File: src/rtl/alu_arb_pkg.sv
// alu_arb_pkg: FSM encoding, flag layout and default widths shared by the ALU arbiter and its ALU.
package alu_arb_pkg;

   localparam int DEF_WIDTH    = 32;
   localparam int DEF_OP_WIDTH = 4;

   localparam logic [1:0] ST_IDLE = 2'd0;
   localparam logic [1:0] ST_EXEC = 2'd1;
   localparam logic [1:0] ST_RESP = 2'd2;

   localparam int FLAG_EQ   = 2;
   localparam int FLAG_OVF  = 1;
   localparam int FLAG_ZERO = 0;

   function automatic logic [2:0] pack_flags(input logic equal, input logic overflow, input logic zero);
      logic [2:0] f;
      f            = 3'b000;
      f[FLAG_EQ]   = equal;
      f[FLAG_OVF]  = overflow;
      f[FLAG_ZERO] = zero;
      return f;
   endfunction

   function automatic logic [1:0] onehot2(input logic id);
      return id ? 2'b10 : 2'b01;
   endfunction

endpackage

File: src/rtl/alu_arb_rr2.sv
// alu_arb_rr2: two-way grant; on a tie rr_ptr names the winner.
// With ALU_ARB_FIXED_PRIORITY_EN defined, requester 0 wins every tie and rr_ptr is ignored.
module alu_arb_rr2
   import alu_arb_pkg::*;
(
   input  logic [1:0] valid,
   input  logic       rr_ptr,
   output logic [1:0] grant
);

`ifdef ALU_ARB_FIXED_PRIORITY_EN
   logic unused_rr_ptr;
   assign unused_rr_ptr = rr_ptr;
`endif

   // One-hot grant among the valid requesters
   always_comb begin
      grant = 2'b00;
      if (valid == 2'b11) begin
`ifdef ALU_ARB_FIXED_PRIORITY_EN
         grant = onehot2(1'b0);
`else
         grant = onehot2(rr_ptr);
`endif
      end else begin
         grant = valid;
      end
   end

endmodule

File: src/rtl/alu_arbiter.sv
// alu_arbiter: shares one combinational ALU between two valid/ready requesters.
// Define ALU_ARB_FIXED_PRIORITY_EN to make requester 0 win every tie.
module alu_arbiter
   import alu_arb_pkg::*;
#(
   parameter int WIDTH       = DEF_WIDTH,
   parameter int OP_WIDTH    = DEF_OP_WIDTH,
   parameter int ALU_LATENCY = 1
) (
   input  logic                clk,
   input  logic                rst,
   input  logic                r0_valid,
   output logic                r0_ready,
   input  logic [WIDTH-1:0]    r0_x,
   input  logic [WIDTH-1:0]    r0_y,
   input  logic [OP_WIDTH-1:0] r0_op,
   input  logic                r1_valid,
   output logic                r1_ready,
   input  logic [WIDTH-1:0]    r1_x,
   input  logic [WIDTH-1:0]    r1_y,
   input  logic [OP_WIDTH-1:0] r1_op,
   output logic [1:0]          resp_valid,
   input  logic [1:0]          resp_ready,
   output logic [WIDTH-1:0]    resp_z,
   output logic [2:0]          resp_flags,
   output logic [WIDTH-1:0]    alu_x,
   output logic [WIDTH-1:0]    alu_y,
   output logic [OP_WIDTH-1:0] alu_op,
   input  logic [WIDTH-1:0]    alu_z,
   input  logic                alu_equal,
   input  logic                alu_overflow,
   input  logic                alu_zero,
   output logic                busy
);

   generate
      if (ALU_LATENCY < 1 || ALU_LATENCY > 15) begin : g_bad_latency
         $error("alu_arbiter: ALU_LATENCY must be within 1..15");
      end
   endgenerate

   localparam logic [3:0] CNT_LOAD = 4'(ALU_LATENCY - 1);

   logic [1:0] state_r;
   logic [3:0] cnt_r;
   logic       owner_r;
   logic       rr_ptr_r;
   logic [1:0] grant_s;
   logic       xfer_s;

   alu_arb_rr2 u_rr2 (
      .valid  ({r1_valid, r0_valid}),
      .rr_ptr (rr_ptr_r),
      .grant  (grant_s)
   );

   // Readies only in IDLE, response valid only in RESP
   always_comb begin
      xfer_s     = 1'b0;
      r0_ready   = 1'b0;
      r1_ready   = 1'b0;
      resp_valid = 2'b00;
      if (state_r == ST_IDLE) begin
         xfer_s   = |grant_s;
         r0_ready = grant_s[0];
         r1_ready = grant_s[1];
      end else if (state_r == ST_RESP) begin
         resp_valid = onehot2(owner_r);
      end else begin
         xfer_s = 1'b0;
      end
   end

   assign busy = (state_r != ST_IDLE);

   // Grant, operand launch, latency count and result capture
   always_ff @(posedge clk or posedge rst) begin
      if (rst) begin
         state_r    <= ST_IDLE;
         cnt_r      <= 4'd0;
         owner_r    <= 1'b0;
         rr_ptr_r   <= 1'b0;
         alu_x      <= '0;
         alu_y      <= '0;
         alu_op     <= '0;
         resp_z     <= '0;
         resp_flags <= 3'b000;
      end else begin
         case (state_r)
            ST_IDLE: begin
               if (xfer_s) begin
                  alu_x   <= grant_s[1] ? r1_x  : r0_x;
                  alu_y   <= grant_s[1] ? r1_y  : r0_y;
                  alu_op  <= grant_s[1] ? r1_op : r0_op;
                  owner_r <= grant_s[1];
                  cnt_r   <= CNT_LOAD;
`ifndef ALU_ARB_FIXED_PRIORITY_EN
                  rr_ptr_r <= ~grant_s[1];
`endif
                  state_r <= ST_EXEC;
               end
            end
            ST_EXEC: begin
               if (cnt_r == 4'd0) begin
                  resp_z     <= alu_z;
                  resp_flags <= pack_flags(alu_equal, alu_overflow, alu_zero);
                  state_r    <= ST_RESP;
               end else begin
                  cnt_r <= cnt_r - 4'd1;
               end
            end
            ST_RESP: begin
               // Only the owner's ready retires the response
               if (resp_ready[owner_r]) begin
                  state_r <= ST_IDLE;
               end
            end
            default: state_r <= ST_IDLE;
         endcase
      end
   end

endmodule

File: config.mk
export PLATFORM = sky130hd
export DESIGN_NAME = alu_arbiter
export DESIGN_NICKNAME = d
export VERILOG_FILES = /design/src/rtl/alu_arb_pkg.sv /design/src/rtl/alu_arb_rr2.sv /design/src/rtl/alu_arbiter.sv
export SDC_FILE = /design/constraint.sdc
export NUM_CORES = 1
export LEC_CHECK = 0
export ABC_AREA = 1
export CAP_MARGIN = 20
export CORE_ASPECT_RATIO = 2
export CORE_MARGIN = 5
export CORE_UTILIZATION = 42
export DETAILED_ROUTE_END_ITERATION = 12
export PLACE_DENSITY = 0.83
export SLEW_MARGIN = 10
export SYNTH_ARGS = -nofsm -noshare
export SYNTH_HDL_FRONTEND = slang
export SYNTH_SLANG_ARGS = --single-unit
File: constraint.sdc
create_clock -name clk -period 5.4 [get_ports clk]
set_input_delay 0.54 -clock clk [delete_from_list [all_inputs] [get_ports clk]]
set_output_delay 0.54 -clock clk [all_outputs]
set_load 0.005 [all_outputs]
==> metrics.yaml <==
status: "finished clean"
netlist_area_um2: 5140
final_common_cell: "clkdlybuf4s50_1"
drtAntennaViolNets: 0
final_cell_mix: "clkdlybuf4s50_1 (283), nand3_1 (143), nand2_1 (133), dfrtp_1 (111), nand4_1 (66)"
dp_hpwl_um: 13600
die_w_um: 88.2
startpoint_type: "flop"
hold_violations: 0
cp_top_family: "buffers and inverters"
seq_power_share: 0.342
synth_top_area_share: 0.540
slowest_stage: "buf_4"
ys_seq_area_frac: 0.540
power.share.clock: 0.167
cp_cell_sequence: "nor2_4 > buf_4 > nand3_1 > inv_1 > clkdlybuf4s50_1"
tritoncts: "built"
ios: 285
max_slew_margin: 0.420
drive_gt1_frac: 0.0356
seq_area_um2: 2780
start_util: 0.427
required_ns: 4.86
design.die.area_um2: 14700
wl_per_cell_um: 17.9
ys_ff_latch: 111
power_density_nw_per_um2: 521
rsz0062_at_grt: "no"
dr.pass1.iters: 5
viasPerCell: 5.42
overflow: 0
cts_buffers: 9
grt_pass1_vias: 5610
fmax_mhz: 351
num-fill-cells: 991
max_cap_violations: 0
yosys-top-cells-area: "dfrtp_1 (54%), nand3_1 (14%), nand2_1 (9.9%)"
syn_avg_cell_area_um2: 8.39
gp_congestion: 0.868
cts_buffer_depth: 2
synth_top_cell_by_area: "dfrtp_1"
grt_start_max_net_pins: 75
setup_viol: 0
synth_cells: 613
path_buf_inv: 3
num_rows: 57
path_class: "flop to primary output"
cts-root-buf: "clkbuf_16"
min_period_ns: 2.85
finalSetupTns_ns: 0
worst_slew_pin_slew_ns: 0.866
switching_share: 0.372
yosysWarnings: 0
post_cts_buffers: 0
numPortBuffers: 284
clk_pin_slew_worst_paths_ns: 0.08
syn2layout_area_growth_pct: 61.9
clkLatencyLatePin_ns: 0.35
clock_sinks: 111
peakVddDrop_v: 0.000257
drtIter0Drc: 210
clock_skew_ns: 0.0160
hold_path.class: "flop to flop"
synth_nets: 792
dieHeight_um: 166
p_sw_uw: 1610
nNetsFinal: 1044
htree_levels: 3
via_count: 5520
antenna_found_initial: 1
power.total_uw: 4340
p_int_uw: 2720
cts-resized-gates: 0
p_leak_uw: 0.00380
multi_input_area_um2: 1920
routed_wl_um: 18200
finalCritPeriodShare: 0.527
track_usage: 0.242
worst_ep_arrival_time_ns: 2.31
synthDistinctLibCells: 16
core-area_um2: 12100
path_max_fanout: 74
postCtsHoldBufs: 0
drc_errors: 0
slowest_delay_ns: 0.57
grt_pass1_wl_um: 27900
comb_power_share: 0.491
drv_slew: 0
end_kind: "primary output"
[final timing paths]
path	from	depth (start not counted)	to	slack, ns
max in group asynchronous	rst	3	cnt_r[0]$_DFFE_PP0P_	3.55
min in group asynchronous	rst	2	resp_z[4]$_DFFE_PP0P_	0.64
setup / recovery	state_r[0]$_DFFE_PP0P_	5	r0_ready	2.55
hold reg to reg	alu_y[2]$_DFFE_PP0P_	2	alu_y[2]$_DFFE_PP0P_	0.50
hold / removal	alu_y[2]$_DFFE_PP0P_	2	alu_y[2]$_DFFE_PP0P_	0.50
setup reg to reg	state_r[0]$_DFFE_PP0P_	6	alu_y[18]$_DFFE_PP0P_	3.05
[sequential cells by signal (all words and copies together), names as in the netlist]
name and cells:
rr_ptr_r 1, alu_op 4, resp_z 32, alu_x 32, state_r 2, alu_y 32, resp_flags 3, cnt_r 4
owner_r 1
[stage by stage]
step,util,setup slack (ns),area (um2),std cells,hold slack (ns)
floorplan,-,1.93,5140,613,0.442
global placement,0.663,2.67,7990,1001,0.467
detailed placement,0.663,2.63,7990,1001,0.477
CTS,0.691,2.54,8320,1017,0.498
global route,0.691,2.38,8330,1018,0.514
finish,0.691,2.55,8330,1018,0.495
[tightest hold or removal path, cell delays in order (launching register included)]
cell	delay (ns)
dfrtp_1	0.35
nand2_1	0.05
nand3_1	0.07
[cell families (layout without fill, tap and decap cells)]
| kind of cell | Yosys count | in the layout | share of synthesized area |
|---|---|---|---|
| flip-flops | 111 | 111 | 0.540 |
| AND/OR/NAND/NOR | 355 | 355 | 0.329 |
| adder cells (fa/ha/maj) | 2 | 2 | 0.00487 |
| buffers and inverters | 108 | 365 | 0.0900 |
| AO/OA/AOI/OAI | 37 | 37 | 0.0360 |
| other | 0 | 1 | 0 |
[Yosys cell counts]
master and number:
inv_1 57, clkbuf_2 1, clkbuf_1 16, nor2_1 9, ha_1 2, o21ai_0 1, buf_4 3, nand4_1 66
o21ai_1 36, dfrtp_1 111, nand3_2 1, nand2_1 135, nand3_1 143, buf_2 30, buf_6 1, nor2_4 1
[power by group through the flow]
| stage | Sequential, uW | Combinational [uW] | Clock (uW) |
|---|---|---|---|
| final | 1480 | 2130 | 724 |
| after global routing | 1530 | 2350 | 767 |
| after CTS | 1480 | 2160 | 737 |
| after detailed placement | 1490 | 2160 | 0 |
| after global placement | 1480 | 2070 | 0 |
| after floorplan | 1500 | 967 | 0 |
[per-layer routing]
metal,track usage,part of all wire
met2,0.425,0.53
met3,0.0395,0.074
met5,0,0
met1,0.267,0.34
met4,0.136,0.056
[final cells by class]
| cell class | instances | share of cell area |
|---|---|---|
| multi-input cells | 394 | 0.230 |
| flip-flops and latches | 111 | 0.334 |
| inverters | 57 | 0.0260 |
| clock inverters | 7 | 0.0126 |
| repair buffers | 292 | 0.348 |
| diodes | 1 | 0.000301 |
| clock buffers | 9 | 0.0271 |
| well taps | 147 | 0.0221 |
No activity file was read; power rests on OpenSTA's default activity.
